## config.mk

```make
export PLATFORM = sky130hd
export DESIGN_NAME = fir_out_buffer
export DESIGN_NICKNAME = d
export VERILOG_FILES = /design/src/rtl/fir_out_buffer.sv
export SDC_FILE = /design/constraint.sdc
export NUM_CORES = 1
export LEC_CHECK = 0
export CELL_PAD_IN_SITES_DETAIL_PLACEMENT = 1
export CELL_PAD_IN_SITES_GLOBAL_PLACEMENT = 2
export CORE_UTILIZATION = 46
export DETAILED_ROUTE_END_ITERATION = 6
export PLACE_DENSITY_LB_ADDON = 0.1
export SLEW_MARGIN = 10
export SYNTH_ARGS = -nofsm -noshare
export SYNTH_HDL_FRONTEND = slang
export SYNTH_SLANG_ARGS = --single-unit
```

## constraint.sdc

```tcl
create_clock -name aclk -period 3.1 [get_ports aclk]
set_clock_uncertainty 0.15 [all_clocks]
set_input_delay 0.62 -clock aclk [delete_from_list [all_inputs] [get_ports aclk]]
set_output_delay 0.62 -clock aclk [all_outputs]
set_load 0.05 [all_outputs]
```

## src/rtl/fir_out_buffer.sv

```systemverilog
// ---------------------------------------------------------------------------
// fir_out_buffer
//
// Elastic sample buffer that sits directly after the FIR core. The FIR master
// has no tready, so this block absorbs bursts in a small FIFO and presents a
// back-pressurable AXI-Stream master to the next stage. When the FIFO is full
// and nothing drains in the same cycle, the incoming sample is dropped and the
// sticky overflow flag is raised, so samples are never lost silently.
//
// The output is first-word-fall-through. A sample written at edge N is visible
// on m_axis in the following cycle. Samples pass through bit-exact.
//
// Optional feature macro: FIR_OUT_PEAK_EN
//   Defined   : peak_abs tracks max |sample| over the accepted inputs. The most
//               negative code saturates to the most positive one. peak_clr
//               zeroes the peak and wins over a same-cycle update.
//   Undefined : peak_abs is tied to 0 and peak_clr is ignored.
//
// Parameters
//   DATA_W  sample width (two's complement)
//   DEPTH   FIFO entries, power of two, >= 2
//
// Ports
//   aclk                in   clock, rising edge
//   areset              in   synchronous reset, active-high
//   s_axis_data_tvalid  in   sample valid from the FIR core
//   s_axis_data_tdata   in   sample from the FIR core
//   s_axis_data_tready  out  space available (informational only)
//   m_axis_data_tvalid  out  output sample valid (FIFO not empty)
//   m_axis_data_tready  in   downstream accepts
//   m_axis_data_tdata   out  output sample (0 while not valid)
//   fill_level          out  entries stored, 0..DEPTH
//   overflow            out  sticky flag: an input sample was dropped
//   peak_clr            in   clear the peak register
//   peak_abs            out  peak absolute value of the accepted samples
// ---------------------------------------------------------------------------
module fir_out_buffer #(
  parameter int DATA_W = 16,
  parameter int DEPTH  = 16
) (
  input  logic                      aclk,
  input  logic                      areset,
  input  logic                      s_axis_data_tvalid,
  input  logic [DATA_W-1:0]         s_axis_data_tdata,
  output logic                      s_axis_data_tready,
  output logic                      m_axis_data_tvalid,
  input  logic                      m_axis_data_tready,
  output logic [DATA_W-1:0]         m_axis_data_tdata,
  output logic [$clog2(DEPTH):0]    fill_level,
  output logic                      overflow,
  input  logic                      peak_clr,
  output logic [DATA_W-1:0]         peak_abs
);

  localparam int PTR_W = $clog2(DEPTH);
  localparam int CNT_W = PTR_W + 1;

  // Storage and control state
  logic [DATA_W-1:0] mem_q [DEPTH];
  logic [PTR_W-1:0]  wr_ptr_q, wr_ptr_d;
  logic [PTR_W-1:0]  rd_ptr_q, rd_ptr_d;
  logic [CNT_W-1:0]  cnt_q, cnt_d;
  logic              ovf_q, ovf_d;

  logic full;
  logic rd_en;
  logic wr_en;
  logic drop;

  // Handshake decode and next-state computation
  always_comb begin
    full  = (cnt_q == CNT_W'(DEPTH));
    rd_en = (cnt_q != '0) & m_axis_data_tready;
    // A full FIFO that is being read in this cycle still accepts the new
    // sample: the slot freed by the read is reused in the same edge.
    wr_en = s_axis_data_tvalid & (~full | rd_en);
    drop  = s_axis_data_tvalid & full & ~rd_en;

    wr_ptr_d = wr_ptr_q;
    rd_ptr_d = rd_ptr_q;
    cnt_d    = cnt_q;
    ovf_d    = ovf_q | drop;

    if (wr_en) wr_ptr_d = wr_ptr_q + PTR_W'(1);
    if (rd_en) rd_ptr_d = rd_ptr_q + PTR_W'(1);

    case ({wr_en, rd_en})
      2'b10:   cnt_d = cnt_q + CNT_W'(1);
      2'b01:   cnt_d = cnt_q - CNT_W'(1);
      default: cnt_d = cnt_q;
    endcase
  end

  // Control registers
  always_ff @(posedge aclk) begin
    if (areset) begin
      wr_ptr_q <= '0;
      rd_ptr_q <= '0;
      cnt_q    <= '0;
      ovf_q    <= 1'b0;
    end else begin
      wr_ptr_q <= wr_ptr_d;
      rd_ptr_q <= rd_ptr_d;
      cnt_q    <= cnt_d;
      ovf_q    <= ovf_d;
    end
  end

  // Sample storage: data only. Stale entries are never visible because the
  // count gates the output. When the FIFO is not empty, wr_ptr never equals
  // rd_ptr except when it is full, and in that case a write only occurs
  // together with a read of that same slot.
  always_ff @(posedge aclk) begin
    if (wr_en) mem_q[wr_ptr_q] <= s_axis_data_tdata;
  end

  // Output stage
  always_comb begin
    m_axis_data_tvalid = (cnt_q != '0);
    m_axis_data_tdata  = m_axis_data_tvalid ? mem_q[rd_ptr_q] : '0;
    s_axis_data_tready = ~full | m_axis_data_tready;
    fill_level         = cnt_q;
    overflow           = ovf_q;
  end

`ifdef FIR_OUT_PEAK_EN
  // |x| with the most negative code saturated to the most positive one.
  function automatic logic [DATA_W-1:0] sat_abs(input logic signed [DATA_W-1:0] x);
    logic signed [DATA_W-1:0] min_val;
    logic signed [DATA_W-1:0] neg;
    min_val = {1'b1, {(DATA_W-1){1'b0}}};
    if (x == min_val) begin
      sat_abs = {1'b0, {(DATA_W-1){1'b1}}};
    end else if (x < 0) begin
      neg     = -x;
      sat_abs = neg;
    end else begin
      sat_abs = x;
    end
  endfunction

  logic [DATA_W-1:0] peak_q, peak_d;
  logic [DATA_W-1:0] in_abs;

  // Peak tracker on accepted samples
  always_comb begin
    in_abs = sat_abs(s_axis_data_tdata);
    peak_d = peak_q;
    if (wr_en && (in_abs > peak_q)) peak_d = in_abs;
    if (peak_clr) peak_d = '0;
  end

  always_ff @(posedge aclk) begin
    if (areset) peak_q <= '0;
    else        peak_q <= peak_d;
  end

  assign peak_abs = peak_q;
`else
  logic unused_peak_clr;
  assign unused_peak_clr = peak_clr;
  assign peak_abs        = '0;
`endif

endmodule

```

# Word level (Yosys, flattened, before mapping)

Memory sizes are Yosys's and may differ from the RTL's. A register that Yosys moved wholly into a read port is not among the register bits.
Cells that the tools add are included.

Register bits after elaboration: 14
Bits in latches: 0
RAM bits: 256
Bits in read-only memories: 0
Output and inout bits: 40
Word-level logic and storage cells: 29
Memories: 1

Memories:

| name  | words | width | rd ports | clocked after Yosys merged registers in | write ports | line | source |
|---|---|---|---|---|---|---|---|
| mem_q | 16    | 16    | 1        | 1                                       | 1           | 59   | `logic [DATA_W-1:0] mem_q [DEPTH];` |

Add/sub/neg operators: 4
Multiply operators: 0
Div/mod/pow operators: 0
$lt $le $gt $ge: 0
Equality and inequality tests: 3
Shift operators: 0
Mux-type cells: 6
Bitwise gates (word level): 9
Reductions and logical operators: 2

Operators with widths:

| kind                                                                | count |
|---|---|
| 16-bit 2-to-1 mux                                                   | 1 |
| 5-bit case mux with 2 select lines                                  | 1 |
| 4-bit by 1-bit adder with 4-bit output (second input constant)      | 2 |
| 4-bit 2-to-1 mux                                                    | 2 |
| 5-bit by 1-bit adder with 5-bit output (second input constant)      | 1 |
| 5-bit == test (second input constant)                               | 1 |
| 5-bit nonzero test                                                  | 1 |
| 5-bit by 1-bit subtractor with 5-bit output (second input constant) | 1 |
| 1-bit AND                                                           | 4 |
| 1-bit bitwise OR                                                    | 3 |
| 2-bit by 1-bit == test with 1-bit output (second input constant)    | 1 |
| 2-bit == test (second input constant)                               | 1 |
| 1-bit 2-to-1 mux                                                    | 2 |
| 1-bit inverter                                                      | 2 |
| 2-bit nonzero test                                                  | 1 |

# Logic depth before layout (Yosys ltp)

Depth after elaboration: 6
Depth in mapped cells: 10
Mapped depth without buffers: 8

# Worst setup path after synthesis

No wires, ideal clock.

Path type: reg-to-output
From: register cnt_q[1] (netlist: fill_level[1])
To: output m_axis_data_tdata[10]
Data arrival time: 2705 ps
Data required time: 2330 ps
Path slack: -375 ps
Cell stages (with the launch flop): 8
Cell sequence: dfxtp_1 -> or4_4 -> buf_6 -> or2_1 -> nand2b_1 -> buf_4 -> buf_4 -> o22ai_1

Longest elaborated chain between the ends: 2

Ends and longest elaborated chain:

| what                         | line | source |
|---|---|---|
| start: declaration           | 62   | `logic [CNT_W-1:0] cnt_q, cnt_d;` |
| start signal: assignment     | 104  | `cnt_q <= cnt_d;` |
| 5-bit nonzero test           | 119  | `m_axis_data_tvalid = (cnt_q != '0);` |
| named net m_axis_data_tvalid | 46   | `output logic m_axis_data_tvalid,` |
| 16-bit 2-to-1 mux            | 120  | `m_axis_data_tdata = m_axis_data_tvalid ? mem_q[rd_ptr_q] : '0;` |
| end: declaration             | 48   | `output logic [DATA_W-1:0] m_axis_data_tdata,` |

The timed path passes the listed nets, and every way through them passes these cells.

# Worst setup path in the final report

From: register cnt_q[1] (netlist: fill_level[1])
To: output m_axis_data_tdata[2]

Longest elaborated chain between the ends: 2

Ends and longest elaborated chain:

| what               | line |
|---|---|
| 5-bit nonzero test | 119 |
| 16-bit 2-to-1 mux  | 120 |

Every way passes these cells.

==> results.cfg <==
[status]
status = completed

[power]
p_leak_nw = 4.328
vdd_drop_max_uv = 921.8
power.density_nw_per_um2 = 890.0

[setup_path]
crit_type = reg -> out
start_kind = register
worst-path-max-fanout = 5
cp.arrival_ps = 2310
ff2ff_setup_slack_ps = 310
worstSetupEndpointType = primary output
cp.required_ps = 2330

[timing]
slew_viol_final = 0
period_share_pct = 99.51
fin_hold_ws_ps = 349.6
rsz0062_at_grt = yes
maxSlewHeadroom_pct = 52.18
fmax_ghz = 0.3242
setup_viol = 0
setup_slack_ps = 15.05
tns_ps = 0
worst_pin_slew_ps = 715.0
fin_crit_ps = 3085
finalHoldViolCount = 0

[synth]
yosysMostFrequentCell = edfxtp_1
synthCells = 528
async_reset_ff_share_pct = 0
avgSynthCellArea_um2 = 20.49
synth_cell_types = 40
ys_seq_area_share_pct = 74.40
yosys.area.top_type = edfxtp_1
synth_top_area_share_pct = 71.07
synth_common_cells = edfxtp_1, mux4_2, mux2i_1
synth.top_cells.by_area = edfxtp_1, mux4_2, dfxtp_1, mux2i_1, buf_4
synth_edf_count = 256
synthesis.area_um2 = 10820
yosysWarnings = 0
synth_seq_cells = 274
synth_ff_type = edfxtp_1

[placement]
place_congestion = 0.7187
portBuffers = 43
dp_hpwl_mm = 14.22
place_worst_setup_slack_ps = 85.36
place_area_um2 = 12100

[detailed_routing]
drt_first_iter_violations = 316
drt-pass1-iter-count = 4
wl_mm = 23.86
wl_per_cell_um = 24.80
drc = 0
viasPerCell = 5.502
ant_nets = 0
num_vias = 5293

[cts]
htreeDepth = 1
cts-root-buf = clkbuf_16
cts_buffers = 29
cts_sinks = 274
hold_buffers = 0
clock_path_buffers = 3
cts_tree = yes
cts.clk_slew.worst_paths_ps = 50
clk_latency_ps = 530

[global_route]
grt_pass1_vias = 5634
grt_pass1_wl_mm = 35.03
grt_max_degree = 33
overflow = 0
globalRoute.busiestLayer = met2
grt_use_met1_pct = 27.75
antenna_found_initial = 0
met3_usage_pct = 3.426
gr-usage-met2_pct = 34.00
grt_usage_pct = 20.27

[finish]
final_core_util_pct = 58.87
diodes = 0
nets = 655
syn_to_final_growth_pct = 24.34
fillers = 1983
drive_gt1_share_pct = 36.06
multiInputGateArea_um2 = 2813
register_area_um2 = 8061
final_area_um2 = 13450

[die]
rows = 55
die_w_um = 155.3
core_area_um2 = 22850
initial_utilization_pct = 47.34
die_y_um = 155.3
boundaryPins = 61
dieArea_um2 = 24130

[worst_hold_path]
hold_class = reg -> reg

[flow_run]
cap_violations = 0
metrics by stage:
step                power, mW  cells
global route            12.40    962
finish                  11.97    962
global placement        8.050    896
floorplan               6.941    543
detailed placement      8.105    896
CTS                     11.85    960
layout by cell type (no fill, tap or decap), drive strengths merged, types with 16 or more instances in the layout:
cell | synthesis | routed
mux2i | 36 | 36
buf | 33 | 70
o22ai | 16 | 16
edfxtp | 256 | 256
conb | 1 | 16
mux4 | 64 | 64
clkbuf | 12 | 43
nor2 | 27 | 27
dfxtp | 18 | 18
clkdlybuf4s50 | 0 | 25
repair_timing:
item,CTS,global route
resized for setup,21,27
setup buffers,10,0
gates cloned,1,3
pin swaps,3,2
setup endpoints to repair,17,15
state kept, by name (all words and copies together) (netlist names), named ones only:
| name | cells |
|---|---|
| fill_level | 5 |
| mem_q | 256 |
| overflow | 1 |
| rd_ptr_q | 4 |
| wr_ptr_q | 4 |
critical path, stage by stage (launching register included):
cell     delay (ps)
dfxtp_4         330
or4_4           540
or2_4           320
nand2_8         120
buf_6           150
o22ai_2         110
buf_4           210
layout make-up:
class,instances,area share [%]
clock buffer,41,5.731
timing repair buffer,98,9.024
inverter,3,0.08373
multi-input combinational,221,20.91
tap,313,2.912
clock inverter,12,1.395
sequential,274,59.94
power by group:
group          switching (mW)  internal (mW)
clock network            1.34           2.14
logic                    2.31           1.87
registers               0.118           4.19
total                    3.77           8.20
cell families after synthesis:
family / count (synthesis) / share of synthesized area, %
simple gates: 53 / 2.360
compound gates: 35 / 2.209
other cells: 1 / 0.03467
buf+inv: 48 / 2.533
xor+xnor: 7 / 0.5668
fa+ha+maj: 7 / 0.8097
mux: 103 / 17.08
flops: 274 / 74.40
final timing paths:
check / depth (start not counted) / endpoint / startpoint
worst min register to register: 2 / overflow / overflow
worst max-delay path: 6 / m_axis_data_tdata[2] / fill_level[1]
worst min-delay path: 2 / overflow / overflow
worst max register to register: 9 / fill_level[4] / fill_level[1]
per-layer routing:
layer / up-vias / wire, um
met5: - / 0
met4: 0 / 320
met3: 26 / 1239
met2: 143 / 12010
met1: 2799 / 10290
li1: 2325 / -
Note: power is estimated with default switching activity, not from simulation.
